`config.mk`:
```
export PLATFORM = sky130hd
export DESIGN_NAME = musicrom_arbiter
export DESIGN_NICKNAME = d
export VERILOG_FILES = /design/src/rtl/musicrom_arbiter.sv
export SDC_FILE = /design/constraint.sdc
export NUM_CORES = 1
export LEC_CHECK = 0
export CORE_ASPECT_RATIO = 2
export CORE_MARGIN = 10
export CORE_UTILIZATION = 56
export DETAILED_ROUTE_END_ITERATION = 10
export DONT_BUFFER_PORTS = 1
export GPL_TIMING_DRIVEN = 0
export PLACE_DENSITY = 0.71
export SETUP_SLACK_MARGIN = 0.5
export SLEW_MARGIN = 20
export SYNTH_ARGS = -nofsm -noshare
export SYNTH_HDL_FRONTEND = slang
export SYNTH_SLANG_ARGS = --single-unit
```
`constraint.sdc`:
```
create_clock -name clk -period 6.6 [get_ports clk]
set_clock_uncertainty 0.1 [all_clocks]
set_input_delay 0.66 -clock clk [delete_from_list [all_inputs] [get_ports clk]]
set_output_delay 0.66 -clock clk [all_outputs]
set_load 0.02 [all_outputs]
```
`src/rtl/musicrom_arbiter.sv`:
```
// rtl/musicrom_arbiter.sv - round-robin arbiter sharing the music ROM; MUSICROM_ARB_PRIO0_EN gives requester 0 fixed priority
module musicrom_arbiter #(
  parameter int NREQ      = 3,
  parameter int ROM_WIDTH = 17,
  parameter int RD_LAT    = 1
) (
  input  logic                      clk,
  input  logic                      reset,
  input  logic [NREQ-1:0]           req_valid,
  input  logic [NREQ*ROM_WIDTH-1:0] req_addr,
  output logic [NREQ-1:0]           req_ready,
  output logic [NREQ-1:0]           rsp_valid,
  output logic [7:0]                rsp_data,
  output logic [ROM_WIDTH-1:0]      rom_addr,
  input  logic [7:0]                rom_data
);

  localparam int              IW     = $clog2(NREQ);
  localparam logic [IW-1:0]   LAST   = IW'(NREQ - 1);
  localparam logic [IW:0]     NREQ_W = (IW + 1)'(NREQ);

  logic [IW-1:0]              rr_ptr_q, rr_ptr_d;
  logic [ROM_WIDTH-1:0]       rom_addr_q, rom_addr_d;
  logic [RD_LAT:0]            tag_v_q, tag_v_d;
  logic [RD_LAT:0][IW-1:0]    tag_idx_q, tag_idx_d;
  logic [NREQ-1:0]            rsp_valid_q, rsp_valid_d;
  logic [7:0]                 rsp_data_q, rsp_data_d;

  logic [NREQ-1:0]            scan_valid;
  logic [IW:0]                scan_idx;
  logic                       grant_any;
  logic [IW-1:0]              grant_idx;

  // Pick the winner: scan from rr_ptr upward with wrap; requester 0 may pre-empt when prioritised
  always_comb begin
    scan_valid = req_valid;
    grant_any  = 1'b0;
    grant_idx  = '0;
    scan_idx   = '0;
`ifdef MUSICROM_ARB_PRIO0_EN
    if (req_valid[0]) begin
      grant_any = 1'b1;
    end
    scan_valid[0] = 1'b0;
`endif
    for (int k = 0; k < NREQ; k++) begin
      scan_idx = {1'b0, rr_ptr_q} + (IW + 1)'(k);
      if (scan_idx >= NREQ_W) begin
        scan_idx = scan_idx - NREQ_W;
      end
      if (!grant_any && scan_valid[scan_idx[IW-1:0]]) begin
        grant_any = 1'b1;
        grant_idx = scan_idx[IW-1:0];
      end
    end
    if (reset) begin
      grant_any = 1'b0;
    end
  end

  // One-hot grant; a grant is an accept because it is only given to a valid requester
  always_comb begin
    req_ready = '0;
    if (grant_any) begin
      req_ready[grant_idx] = 1'b1;
    end
  end

  // Issue the accepted address, shift the tag pipeline and retire the oldest tag into a response
  always_comb begin
    rr_ptr_d     = rr_ptr_q;
    rom_addr_d   = rom_addr_q;
    tag_v_d      = '0;
    tag_idx_d    = '0;
    rsp_valid_d  = '0;
    rsp_data_d   = rsp_data_q;

    tag_v_d[0]   = grant_any;
    tag_idx_d[0] = grant_idx;
    for (int s = 1; s <= RD_LAT; s++) begin
      tag_v_d[s]   = tag_v_q[s-1];
      tag_idx_d[s] = tag_idx_q[s-1];
    end

    if (grant_any) begin
      rom_addr_d = req_addr[grant_idx*ROM_WIDTH +: ROM_WIDTH];
`ifdef MUSICROM_ARB_PRIO0_EN
      if (grant_idx != '0) begin
        rr_ptr_d = (grant_idx == LAST) ? '0 : grant_idx + 1'b1;
      end
`else
      rr_ptr_d = (grant_idx == LAST) ? '0 : grant_idx + 1'b1;
`endif
    end

    if (tag_v_q[RD_LAT]) begin
      rsp_valid_d[tag_idx_q[RD_LAT]] = 1'b1;
      rsp_data_d                     = rom_data;
    end
  end

  // State registers; reset drops every in-flight tag
  always_ff @(posedge clk) begin
    if (reset) begin
      rr_ptr_q    <= '0;
      rom_addr_q  <= '0;
      tag_v_q     <= '0;
      tag_idx_q   <= '0;
      rsp_valid_q <= '0;
      rsp_data_q  <= '0;
    end else begin
      rr_ptr_q    <= rr_ptr_d;
      rom_addr_q  <= rom_addr_d;
      tag_v_q     <= tag_v_d;
      tag_idx_q   <= tag_idx_d;
      rsp_valid_q <= rsp_valid_d;
      rsp_data_q  <= rsp_data_d;
    end
  end

  assign rom_addr  = rom_addr_q;
  assign rsp_valid = rsp_valid_q;
  assign rsp_data  = rsp_data_q;

endmodule

```
Word level (Yosys, flattened, before mapping)
Index checks and enable logic that the tools add are counted.

$add $sub $neg: 6. Multipliers: 1. Order comparisons: 10. Equality and inequality tests: 1. Shift operators: 1. Multiplexer cells: 22. Bitwise operators: 1. Reduce and logical (&&, ||, !) cells: 7.

Operator list (count): $shiftx 51x8->17 (1); $lt 2x3->1 const B (5); $mux 2 (7); $mux 1 (9); $mul 2x5->7 const B (1); $bmux 1 s2 (3); $ge 3x2->1 const B (2); $sub 2x2->2 const B (3); $demux 1 s2 (2); $ge 2x1->1 const B (2); $logic_and 1x1->1 (4); $add 2x1->3 const B (1); $add 2x2->3 const B (1); $mux 3 (1); $add 2x1->2 const B (1); $eq 2x2->1 const B (1); $ge 2x2->1 const B (1); $logic_not 1->1 (2); $reduce_or 2->1 (1); $not 1->1 (1).

Register bits: 36. Input port bits: 64. Output and inout bits: 31.

Longest topological paths before layout
Gate-level depths: netlist of run 1.

Depth after elaboration: 16. Mapped depth: 11. Mapped depth without buffers: 8.

Worst setup path before layout of run 1
Ideal clock, no wire load.

Path type: reg-to-output. Start: register rr_ptr_q[0]. End: output req_ready[2]. Arrival time: 2247 ps. Data required time: 5840 ps. Slack: 3593 ps. Stages on the path, launching flop included: 10. Path buffers: 3. Cells stage by stage: dfxtp_1 inv_1 ha_1 and3b_1 buf_6 a211oi_2 buf_6 buf_12 a21o_2 nor3b_1.

Word-level cells in the longest chain between the ends: 16.

RTL lines: start: declaration (RTL line 22) `logic [IW-1:0] rr_ptr_q, rr_ptr_d;`; start signal: assignment (RTL line 112) `rr_ptr_q <= rr_ptr_d;`; parallel branches: the longest is 15 deep, another holds $add 2x1->3; $mux 3 * (RTL line 64) `if (grant_any) begin`; end: declaration (RTL line 11) `output logic [NREQ-1:0] req_ready,`.

Mark *: on every way between the ends. The select of a mux whose other input is x is not followed.

Final worst setup path of run 1
Same ends and word-level chain as after synthesis.

==> implementation parameters, run 1 <==
Parameter                              Value

Status
  Status ... finished, final reports clean

Critical path
  Crit. End Element ... output pin
  Max stage delay cell, worst path ... sky130_fd_sc_hd__nor3b_1
  Data arrival time of the critical path ... about 2800 ps
  Worst Path Buf+Inv ... 4
  Worst path cell trace ... inv_1 > ha_1 > and3b_1 > buf_6 > a211oi_2 > buf_6 > buf_12 > a21o_2 > nor3b_1
  Worst setup path category ... flip-flop to output pin
  Worst setup path startpoint ... rr_ptr_q[0]
  Slowest Stage Delay on Critical Path ... a little under 600 ps
  Highest net fanout along the worst path ... 10
  Family with the most delay on the worst path ... simple AND/OR/NAND/NOR gates
  Reg-to-reg critical path startpoint ... rr_ptr_q[0]
  Category of the worst setup path launch point ... flip-flop
  Top cell by count, worst path ... sky130_fd_sc_hd__buf_6
  Data required time at the worst endpoint ... slightly below 6000 ps

Drt
  Antenna viol nets, final ... 0
  Vias after detailed routing ... approximately 1700
  Total detailed-routing wirelength ... roughly 6100 um
  Count of unresolved DRC violations after routing ... 0
  Routed WL per cell ... roughly 23 um
  Initial drt markers ... 75
  Length of the first detailed-routing pass in iterations ... 4
  Number of vias per cell after detailed routing ... approximately 6.5

Synthesis
  Seq/Total Area, Yosys ... between 30% and 40%
  Synth top area share ... about a third
  Post-Syn Nets ... between 200 and 300
  Distinct cell type count after synthesis ... 47
  Cell taking the most area after synthesis ... sky130_fd_sc_hd__dfxtp_1
  Synthesis-stage register bit count ... 36
  Yosys warning total ... 0
  Share of flip-flops with an asynchronous set or reset ... 0%
  Most frequently used cell type in the post-synthesis netlist ... sky130_fd_sc_hd__dfxtp_1
  Top cells by instance count after synthesis ... sky130_fd_sc_hd__dfxtp_1 (36), sky130_fd_sc_hd__mux2i_1 (27), sky130_fd_sc_hd__a22oi_1 (17), sky130_fd_sc_hd__a32o_1 (17), sky130_fd_sc_hd__nor2_1 (11)
  Leading cell types by total area after synthesis ... sky130_fd_sc_hd__dfxtp_1 (33%), sky130_fd_sc_hd__mux2i_1 (13%), sky130_fd_sc_hd__a32o_1 (7.9%)
  Flip-flop cell with the highest count after synthesis ... sky130_fd_sc_hd__dfxtp_1
  Area of the mapped netlist ... roughly 2200 sq um
  Number of instances in the synthesized netlist ... between 200 and 250
  Mapped Avg Cell Area ... 10.28 sq um
  Post-synth EDFFs ... 0

GRT
  Total congestion overflow ... 0
  GRT Resource Usage Total ... 17.04%
  Number of global-route vias before repair ... between 1500 and 2000
  Global-route wire length before repair ... 9397 um
  Maximum number of pins on one net before global-route repair ... 13
  Antenna violations before repair ... 0

Timing
  Setup repair after global routing missed its margin ... no
  Max_slew headroom ... 52.95%
  Highest clock rate ... 282.8 MHz
  Final count of hold timing violations ... 0
  Post-layout min period ... 3536 ps
  Fin. max-slew vios ... 0
  Total Neg Setup Slack ... 0 ps
  Setup WS post-layout ... a little over 3000 ps
  Count of endpoints failing setup in the final report ... 0
  Portion of the clock cycle consumed by the worst path in the final layout ... 53.58%
  Slew of the pin with the lowest slew margin ... around 700 ps

Place
  Detailed placer's ending HPWL ... between 4000 and 5000 um
  Worst setup slack after placement ... 3366 ps
  Last weighted congestion value of the routability-driven placer ... between 0.9 and 1
  Port Buffer Count ... 0

Floorplan
  Die Y ... between 100 and 150 um
  I/O pin count ... 95
  Die span in x ... between 60 and 70 um
  Effective utilization at floorplan ... between 50% and 60%
  Row count ... 31
  Area of the core region ... 3685 sq um
  Floorplan die area ... 6888 sq um

Clocking
  Source-to-sink clock delay at the later pin of the worst-skew pair ... slightly below 300 ps
  Number of buffers created by CTS ... 5
  Post-CTS Resized ... 0
  CTS tree ... done
  Maximum clock path buffer count ... 2
  Cell chosen for the clock root ... sky130_fd_sc_hd__clkbuf_8
  Total setup buffers inserted after CTS ... 0
  Hold buffer count at CTS ... 0
  CTS sink cnt ... 36
  Max H-tree Level ... 2
  Clock input transition at the sequential cells of the worst setup and hold paths ... 70 ps

Power and ir drop
  Power density normalized to cell area ... 467.9 nW/um^2
  Maximum VDD drop ... 0.2980 mV
  Static Leak ... 0.8914 nW
  Final total power ... around 1.1 mW

Min path
  Classification of the worst-slack hold path ... flip-flop to flip-flop
  Min-Delay Startpoint ... tag_v_q[0]

Flow run
  Max_cap viols ... 0

Finish
  Ant diodes ... 0
  Final net count ... 285
  Share of cells above drive strength 1 ... between 20% and 30%
  Area added between synthesis and finish ... 8.000%
  Final cell utilization of the core ... roughly 63%
state kept, by name, indices dropped and copies added, names as in the netlist:
| register | flops |
|---|---|
| rsp_valid | 3 |
| rom_addr | 17 |
| rsp_data | 8 |
| tag_v_q | 2 |
| rr_ptr_q | 2 |
| tag_idx_q | 2 |
| tag_idx_d | 2 |
cell families after synthesis:
logic type               share of synthesized area [%]
adder cells (fa/ha/maj)                          2.319
flip-flops                                       33.39
multiplexers                                     13.16
buffers and inverters                            6.783
AND/OR/NAND/NOR                                  16.52
AO/OA/AOI/OAI                                    27.83
worst reg2reg max path: cells and delay by family, from the launching register on:
kind,cells,cell delay [ps]
compound gates,3,510
fa+ha+maj,1,400
buf+inv,4,570
flops,1,380
mux,1,250
simple gates,1,230
layer usage:
metal	wire length, um	vias to the layer above	track usage (%)
li1	-	821	-
met1	1976	832	15.03
met2	3395	77	31.83
met3	541	14	6.778
met4	170	0	8.648
met5	0	-	0
path summary, 6_finish.rpt:
path | end | slack, ps | cells past startpoint
setup reg to reg | rom_addr[16] | 4050 | 10
hold reg to reg | tag_v_q[1] | 340 | 1
setup / recovery | req_ready[2] | 3060 | 9
hold / removal | tag_v_q[1] | 340 | 1
report_power, final:
group          internal [mW]  switching (mW)
clock network          0.112          0.0803
registers              0.277          0.0928
logic                  0.249           0.280
total                  0.637           0.454
final cells by class:
cell class / count / area, sq um
fill: 318 / 1354
multi-input combinational: 153 / 1291
sequential: 36 / 720.7
buffer: 17 / 128.9
clock buffer: 5 / 68.82
tap: 49 / 61.31
clock inverter: 3 / 42.54
inverter: 4 / 17.52
cells in the final DEF, fill, tap and decap left out, types with 4 or more instances in the layout:
cell type and count:
sky130_fd_sc_hd__or2_1 8, sky130_fd_sc_hd__o211ai_1 9, sky130_fd_sc_hd__a22oi_1 17, sky130_fd_sc_hd__ha_1 4, sky130_fd_sc_hd__dfxtp_1 36, sky130_fd_sc_hd__mux2i_1 27, sky130_fd_sc_hd__clkbuf_8 5, sky130_fd_sc_hd__nand2_1 5
sky130_fd_sc_hd__buf_2 6, sky130_fd_sc_hd__nor2_1 11, sky130_fd_sc_hd__or2_0 8, sky130_fd_sc_hd__o211ai_2 8, sky130_fd_sc_hd__a32o_1 17, sky130_fd_sc_hd__buf_6 4
through the flow:
step | instance area, sq um | hold slack [ps] | cells
floorplan | 2158 | 312.8 | 210
global placement | 2220 | 318.7 | 259
detailed placement | 2220 | 327.1 | 259
CTS | 2331 | 342.1 | 267
global route | 2331 | 364.8 | 267
finish | 2331 | 340.2 | 267
No activity file was read; power rests on OpenSTA's default activity.
==> run 2, diff against run 1 <==
Settings changed: ABC_AREA set to 1.
Clock period 6.6 ns to 3.3 ns, I/O delays scaled along.
==> run 2 against run 1 <==
Count of clock-buffer cells in the layout stayed put. Global-route usage is 0.59 points higher. Worst hold slack worse by 270 ps. Non-clock buffer count is 2 higher. First-iteration DRC count is 51% lower. Total power is 140% higher. Largest cell class unchanged.
==> implementation parameters, run 2 <==
Parameter                              Value

Synthesis
  Most frequently used cell type in the post-synthesis netlist ... sky130_fd_sc_hd__inv_1
  Share of flip-flops with an asynchronous set or reset ... 0% (unchanged)
  Post-Syn Nets ... 353 (+27%)
  Seq/Total Area, Yosys ... 37.62% (+4.2 points)
  Cell taking the most area after synthesis ... sky130_fd_sc_hd__dfxtp_1
  Leading cell types by total area after synthesis ... sky130_fd_sc_hd__dfxtp_1 (38%), sky130_fd_sc_hd__nand3_1 (10%), sky130_fd_sc_hd__a21oi_1 (9.7%)
  Number of instances in the synthesized netlist ... 285 (+36%)
  Flip-flop cell with the highest count after synthesis ... sky130_fd_sc_hd__dfxtp_1
  Synthesis-stage register bit count ... 36 (unchanged)
  Synth top area share ... 37.62% (+4.2 points)
  Post-synth EDFFs ... 0 (unchanged)
  Mapped Avg Cell Area ... 6.721 sq um (-35%)
  Yosys warning total ... 0 (unchanged)
  Distinct cell type count after synthesis ... 21 (-55%)
  Top cells by instance count after synthesis ... sky130_fd_sc_hd__inv_1 (48), sky130_fd_sc_hd__nand3_1 (40), sky130_fd_sc_hd__a21oi_1 (37)
  Area of the mapped netlist ... 1916 sq um (-11%)

Power and ir drop
  Power density normalized to cell area ... 1198 nW/um^2 (+160%)
  Total net switching power ... 1.311 mW (+190%)
  Maximum VDD drop ... 0.7576 mV (+150%)
  Static Leak ... 1.091 nW (+22%)
  Clock network fraction of design power ... 14.6% (-3.0 points)
  Share of total power in sequential cells ... 30.9% (-3.0 points)
  Switching power share of the total ... 49.73% (+8.1 points)
  Internal Dissipation ... 1.325 mW (+110%)
  Combinational group share of total power ... 54.5% (+6.0 points)
  Final total power ... 2.636 mW (+140%)

Floorplan
  I/O pin count ... 95 (unchanged)
  Die span in x ... 61.36 um (-4.0%)
  Effective utilization at floorplan ... 57.34% (-1.2 points)
  Die Y ... 102.7 um (-4.7%)
  Row count ... 30 (-3.2%)
  Floorplan die area ... 6302 sq um (-8.5%)
  Area of the core region ... 3341 sq um (-9.3%)

Timing
  Total Neg Setup Slack ... 0 ps (unchanged)
  Fin. max-slew vios ... 0 (unchanged)
  Highest clock rate ... between 300 and 400 MHz
  Setup repair after global routing missed its margin ... yes
  Portion of the clock cycle consumed by the worst path in the final layout ... 81.27%
  Max_slew headroom ... 69.50% (+17 points)
  Post-layout min period ... between 2000 and 3000 ps
  Slew of the pin with the lowest slew margin ... 457.4 ps (-246.7 ps)
  Final count of hold timing violations ... 0 (unchanged)
  Count of endpoints failing setup in the final report ... 0 (unchanged)

Min path
  Classification of the worst-slack hold path ... input port to flip-flop

Clocking
  Cell chosen for the clock root ... sky130_fd_sc_hd__clkbuf_8
  Number of buffers created by CTS ... 5 (unchanged)
  Hold buffer count at CTS ... 0 (unchanged)
  CTS tree ... done
  CTS sink cnt ... 36 (unchanged)
  Clock input transition at the sequential cells of the worst setup and hold paths ... 70 ps (about the same)
  Source-to-sink clock delay at the later pin of the worst-skew pair ... 290 ps (about the same)
  Max H-tree Level ... 2 (unchanged)
  Maximum clock path buffer count ... 2 (unchanged)

GRT
  Antenna violations before repair ... 0 (unchanged)
  Number of global-route vias before repair ... 1875 (-0.58%)
  Maximum number of pins on one net before global-route repair ... 13 (unchanged)
  GRT Resource Usage Total ... 17.63% (+0.59 points)
  Global-route wire length before repair ... 8528 um (-9.2%)
  Total congestion overflow ... 0 (unchanged)

Drt
  Number of vias per cell after detailed routing ... 5.607 (-14%)
  Count of unresolved DRC violations after routing ... 0 (unchanged)
  Vias after detailed routing ... 1856 (+6.4%)
  Total detailed-routing wirelength ... 5488 um (-9.8%)
  Antenna viol nets, final ... 0 (unchanged)
  Length of the first detailed-routing pass in iterations ... 4 (unchanged)
  Initial drt markers ... 37 (-51%)
  Routed WL per cell ... 16.58 um (-27%)

Place
  Last weighted congestion value of the routability-driven placer ... 0.8695 (-3.5%)
  Detailed placer's ending HPWL ... 4266 um (-13%)
  Port Buffer Count ... 0 (unchanged)

Status
  Status ... finished, final reports clean

Critical path
  Data required time at the worst endpoint ... 2870 ps (-2970 ps)
  Highest net fanout along the worst path ... 10 (unchanged)
  Crit. End Element ... output pin
  Data arrival time of the critical path ... 2250 ps (-530 ps)
  Category of the worst setup path launch point ... flip-flop
  Worst setup path category ... flip-flop to output pin

Flow run
  Max_cap viols ... 0 (unchanged)

Finish
  Number of fillers in the final layout ... 324 (+1.9%)
  Final net count ... 366 (+28%)
  Max FFs per register ... 17 (unchanged)
  Share of cells above drive strength 1 ... 15.72% (-4.9 points)
  Ant diodes ... 0 (unchanged)
  Most common cell after layout, fill and taps aside ... sky130_fd_sc_hd__inv_1
  Leading cell types in the layout, fill and taps excluded ... sky130_fd_sc_hd__inv_1 (48), sky130_fd_sc_hd__nand3_1 (39), sky130_fd_sc_hd__a21oi_1 (36)
  Sequential standard cell area ... 725.7 sq um (+0.69%)
  Multi-input combinational cell area ... 1006 sq um (-22%)
  Area added between synthesis and finish ... 14.89%
==> run 2: cell count changes in the layout (fill, tap and decap cells not counted), moves of 9 or more <==
| cell | change |
|---|---|
| sky130_fd_sc_hd__inv_1 | +45 |
| sky130_fd_sc_hd__nand3_1 | +39 |
| sky130_fd_sc_hd__a21oi_1 | +34 |
| sky130_fd_sc_hd__nand2_1 | +29 |
| sky130_fd_sc_hd__mux2i_1 | -27 |
| sky130_fd_sc_hd__o21ai_0 | +24 |
| sky130_fd_sc_hd__a22oi_1 | -17 |
| sky130_fd_sc_hd__a32o_1 | -17 |
| sky130_fd_sc_hd__nor2_1 | +14 |
| sky130_fd_sc_hd__o211ai_1 | -9 |
==> run 2: cell type report <==
type | count | share of cell area (%)
Inverter | 53 | 9.153
Timing Repair Buffer | 6 | 2.047
Clock buffer | 5 | 3.127
Sequential cell | 36 | 32.97
Buffer | 13 | 3.240
Clock inverter | 3 | 1.933
Multi-Input combinational cell | 183 | 45.71
Tap cell | 32 | 1.819
==> run 2: per-stage QoR <==
stage               setup WS, ps  area [sq um]  hold slack, ps  util, %  instances
floorplan                  905.1          1916           288.3        -        285
global placement           596.4          1956           292.0    58.54        317
detailed placement         553.7          1956           294.8    58.54        317
CTS                        547.1          2158           61.08    64.61        329
global route               486.9          2201           70.88    65.88        331
finish                     618.1          2201           70.13    65.88        331
==> run 2: worst paths after layout <==
path                     from           end  slack [ps]  depth (start not counted)
setup / recovery  rr_ptr_q[0]  req_ready[2]         620                         12
hold / removal    rom_data[5]   rsp_data[5]          70                          2
setup reg to reg  rr_ptr_q[0]   rom_addr[7]         920                         13
hold reg to reg    tag_v_q[0]    tag_v_q[1]         300                          2
==> run 2: power by group through the flow <==
stage,registers [mW],logic (mW),clock network (mW)
global placement,0.818,1.22,0
floorplan,0.780,0.984,0
global route,0.831,1.63,0.403
CTS,0.816,1.39,0.395
finish,0.814,1.44,0.386
detailed placement,0.823,1.24,0
==> run 2: layer usage <==
metal	up-vias	global-route usage [%]	routed length (um)
met4	0	7.439	127
met5	-	0	0
met3	14	8.138	567
met1	836	15.26	1777
met2	62	32.66	3015
li1	944	-	-
==> run 2: cells by family after synthesis <==
family                     after synthesis  synth area share (%)
buffers and inverters                   66                 13.98
and+or+nand+nor                        115                 28.28
adders and majority gates                4                 2.613
DFF                                     36                 37.62
AOI/OAI and AO/OA                       64                 17.51
==> run 2: what timing repair did <==
| action | in CTS | in global routing |
|---|---|---|
| setup buffers | 4 | 2 |
| endpoints found under the setup margin | 3 | 3 |
| resized for setup | 12 | 8 |
| pin swaps | 3 | 5 |
==> run 2: worst max-delay path, cell delays in order (launching register included) <==
cell and delay [ps]:
sky130_fd_sc_hd__dfxtp_2 360, sky130_fd_sc_hd__inv_1 90, sky130_fd_sc_hd__ha_4 300, sky130_fd_sc_hd__inv_2 40, sky130_fd_sc_hd__nand2_1 50, sky130_fd_sc_hd__nand2_1 90, sky130_fd_sc_hd__a21oi_4 220, sky130_fd_sc_hd__buf_4 160
sky130_fd_sc_hd__nand4_4 110, sky130_fd_sc_hd__nand2_2 90, sky130_fd_sc_hd__buf_4 180, sky130_fd_sc_hd__nand2_1 110, sky130_fd_sc_hd__nor2_4 160
==> run 3, diff against run 2 <==
Clock period 3.3 ns to 2.5 ns, I/O delays scaled along.
==> run 3 against run 2 <==
The run now ends with negative hold slack left. Register-to-register slack got worse by 800 ps. Utilization increased by 17 points. Sequential share of layout area decreased by 6.5 points. Count of clock-buffer cells in the layout unchanged. Die area unchanged. Critical path depth decreased by 1. Clock power increased by 34%. Largest power group unchanged. First-iteration DRC count increased to 2.6 times the previous value. Non-clock buffer count increased by 23. Final area increased by 25%.
==> implementation parameters, run 3 (synthesized netlist as in run 2, its figures left out) <==
Parameter                              Value

Floorplan
  Effective utilization at floorplan ... 57.34% (unchanged)
  Die Y ... 102.7 um (unchanged)
  I/O pin count ... 95 (unchanged)
  Floorplan die area ... 6302 sq um (unchanged)
  Die span in x ... 61.36 um (unchanged)
  Area of the core region ... 3341 sq um (unchanged)
  Row count ... 30 (unchanged)

Finish
  Area added between synthesis and finish ... 43.76%
  Final net count ... 389 (+6.3%)
  Share of cells above drive strength 1 ... 32.61% (+17 points)
  Ant diodes ... 0 (unchanged)
  Max FFs per register ... 17 (unchanged)
  Most common cell after layout, fill and taps aside ... sky130_fd_sc_hd__inv_1
  Leading cell types in the layout, fill and taps excluded ... sky130_fd_sc_hd__inv_1 (46), sky130_fd_sc_hd__dfxtp_1 (34), sky130_fd_sc_hd__nand2_1 (31)
  Number of cells in the finished layout apart from fillers ... 354 (+6.9%)
  Number of fillers in the final layout ... 220 (-32%)
  Final cell utilization of the core ... 82.43% (+17 points)

Critical path
  Top cell by count, worst path ... sky130_fd_sc_hd__nand2_4
  Worst path cell trace ... inv_4 > ha_4 > inv_4 > nand2_4 > nand2_4 > a21oi_4 > nand4_1 > nand2_4 > inv_8 > buf_8 > nor2_4
  Worst setup path category ... flip-flop to output pin
  Slowest Stage Delay on Critical Path ... 380 ps (+20 ps)
  Crit. End Element ... output pin
  Data arrival time of the critical path ... 2110 ps (-140 ps)
  Data required time at the worst endpoint ... 2150 ps (-720 ps)
  Max stage delay cell, worst path ... sky130_fd_sc_hd__dfxtp_4
  Family with the most delay on the worst path ... simple AND/OR/NAND/NOR gates
  Category of the worst setup path launch point ... flip-flop
  Worst Path Buf+Inv ... 4 (unchanged)
  Highest net fanout along the worst path ... 5 (-5)

Place
  Cell count after placement ... 317 (unchanged)
  Port Buffer Count ... 0 (unchanged)
  Last weighted congestion value of the routability-driven placer ... 0.8152 (-6.2%)
  Detailed placer's ending HPWL ... 4357 um (+2.1%)
  Worst setup slack after placement ... 179.0 ps (-374.7 ps)

Clocking
  Clock input transition at the sequential cells of the worst setup and hold paths ... 80 ps (about the same)
  Maximum clock path buffer count ... 2 (unchanged)
  CTS sink cnt ... 36 (unchanged)
  Cell chosen for the clock root ... sky130_fd_sc_hd__clkbuf_8
  Source-to-sink clock delay at the later pin of the worst-skew pair ... 290 ps (about the same)
  Number of buffers created by CTS ... 5 (unchanged)
  Max H-tree Level ... 2 (unchanged)
  CTS tree ... done

Status
  Status ... complete, but fails checks
  Violations in the final reports ... negative hold slack

Timing
  Worst-case hold slack ... -4.497 ps (-74.63 ps)
  Count of endpoints failing setup in the final report ... 0 (unchanged)
  Max_slew headroom ... 70.66% (+1.2 points)
  Slew of the pin with the lowest slew margin ... 440.1 ps (-17.32 ps)
  Setup WS post-layout ... 36.19 ps (-581.9 ps)
  Final count of hold timing violations ... 2 (+2)
  Highest clock rate ... around 400 MHz
  Post-layout min period ... about 2500 ps
  Setup repair after global routing missed its margin ... yes
  Portion of the clock cycle consumed by the worst path in the final layout ... between 90% and 100%
  Fin. max-slew vios ... 0 (unchanged)

GRT
  Antenna violations before repair ... 0 (unchanged)
  Total congestion overflow ... 0 (unchanged)
  Maximum number of pins on one net before global-route repair ... 13 (unchanged)
  GRT Resource Usage Total ... 20.47% (+2.8 points)
  Number of global-route vias before repair ... 2110 (+13%)
  Global-route wire length before repair ... 9963 um (+17%)

Power and ir drop
  Static Leak ... 1.341 nW (+23%)
  Power density normalized to cell area ... 1748 nW/um^2 (+46%)
  Final total power ... 4.813 mW (+83%)
  Maximum VDD drop ... 1.252 mV (+65%)

Min path
  Classification of the worst-slack hold path ... input port to flip-flop

Drt
  Vias after detailed routing ... 2107 (+14%)
  Total detailed-routing wirelength ... 7136 um (+30%)
  Routed WL per cell ... 20.16 um (+22%)
  Antenna viol nets, final ... 0 (unchanged)
  Length of the first detailed-routing pass in iterations ... 4 (unchanged)
  Initial drt markers ... 96 (+160%)
  Number of vias per cell after detailed routing ... 5.952 (+6.1%)
  Count of unresolved DRC violations after routing ... 0 (unchanged)

Flow run
  Max_cap viols ... 0 (unchanged)
run 3: changes by cell type in the layout (fill, tap and decap cells not counted), sizes merged:
cell / change
dlygate4sd3: +5
buf: +15
clkbuf: +3
run 3: final cells by class:
cell class | instances | area (sq um) | share of cell area, %
Sequential cell | 36 | 728.2 | 26.44
Inverter | 53 | 211.5 | 7.678
Clock inverter | 3 | 42.54 | 1.545
Clock buffer | 5 | 68.82 | 2.499
Timing Repair Buffer | 29 | 332.8 | 12.09
Buffer | 13 | 121.4 | 4.407
Tap cell | 32 | 40.04 | 1.454
Multi-Input combinational cell | 183 | 1209 | 43.89
run 3: repair_timing:
action                                  CTS  global route
pin swaps                                30            13
hold endpoints to repair                  5             0
hold buffers                              5             0
gates cloned                              1             2
gates resized for setup                  50            28
setup buffers                            14             7
endpoints found under the setup margin   23            23
run 3: worst paths after layout:
check / from / to / slack (ps) / depth (start not counted)
setup / recovery: rr_ptr_q[0] / req_ready[2] / 40 / 11
hold / removal: rom_data[1] / rsp_data[1] / -4 / 2
setup reg to reg: rr_ptr_q[0] / rom_addr[16] / 120 / 16
hold reg to reg: tag_idx_d[2] / tag_idx_q[2] / 310 / 2
run 3: metal layers:
metal,share of wire [%],routed length (um),vias up,track usage [%]
met5,0,0,-,0
met3,7.4,525,24,5.672
met2,56,4031,111,37.32
li1,-,-,985,-
met4,4.2,300,0,9.343
met1,32,2280,987,20.19
run 3: where the power goes:
part	internal (mW)	switching [mW]
clock network	0.295	0.221
registers	0.770	0.316
logic	1.47	1.74
total	2.53	2.28
run 3: metrics by stage:
step | setup TNS [ps] | cell area, sq um
finish | 0 | 2754
detailed placement | 0 | 2042
global route | -59.13 | 2754
floorplan | 0 | 2002
CTS | 0 | 2515
global placement | 0 | 2042
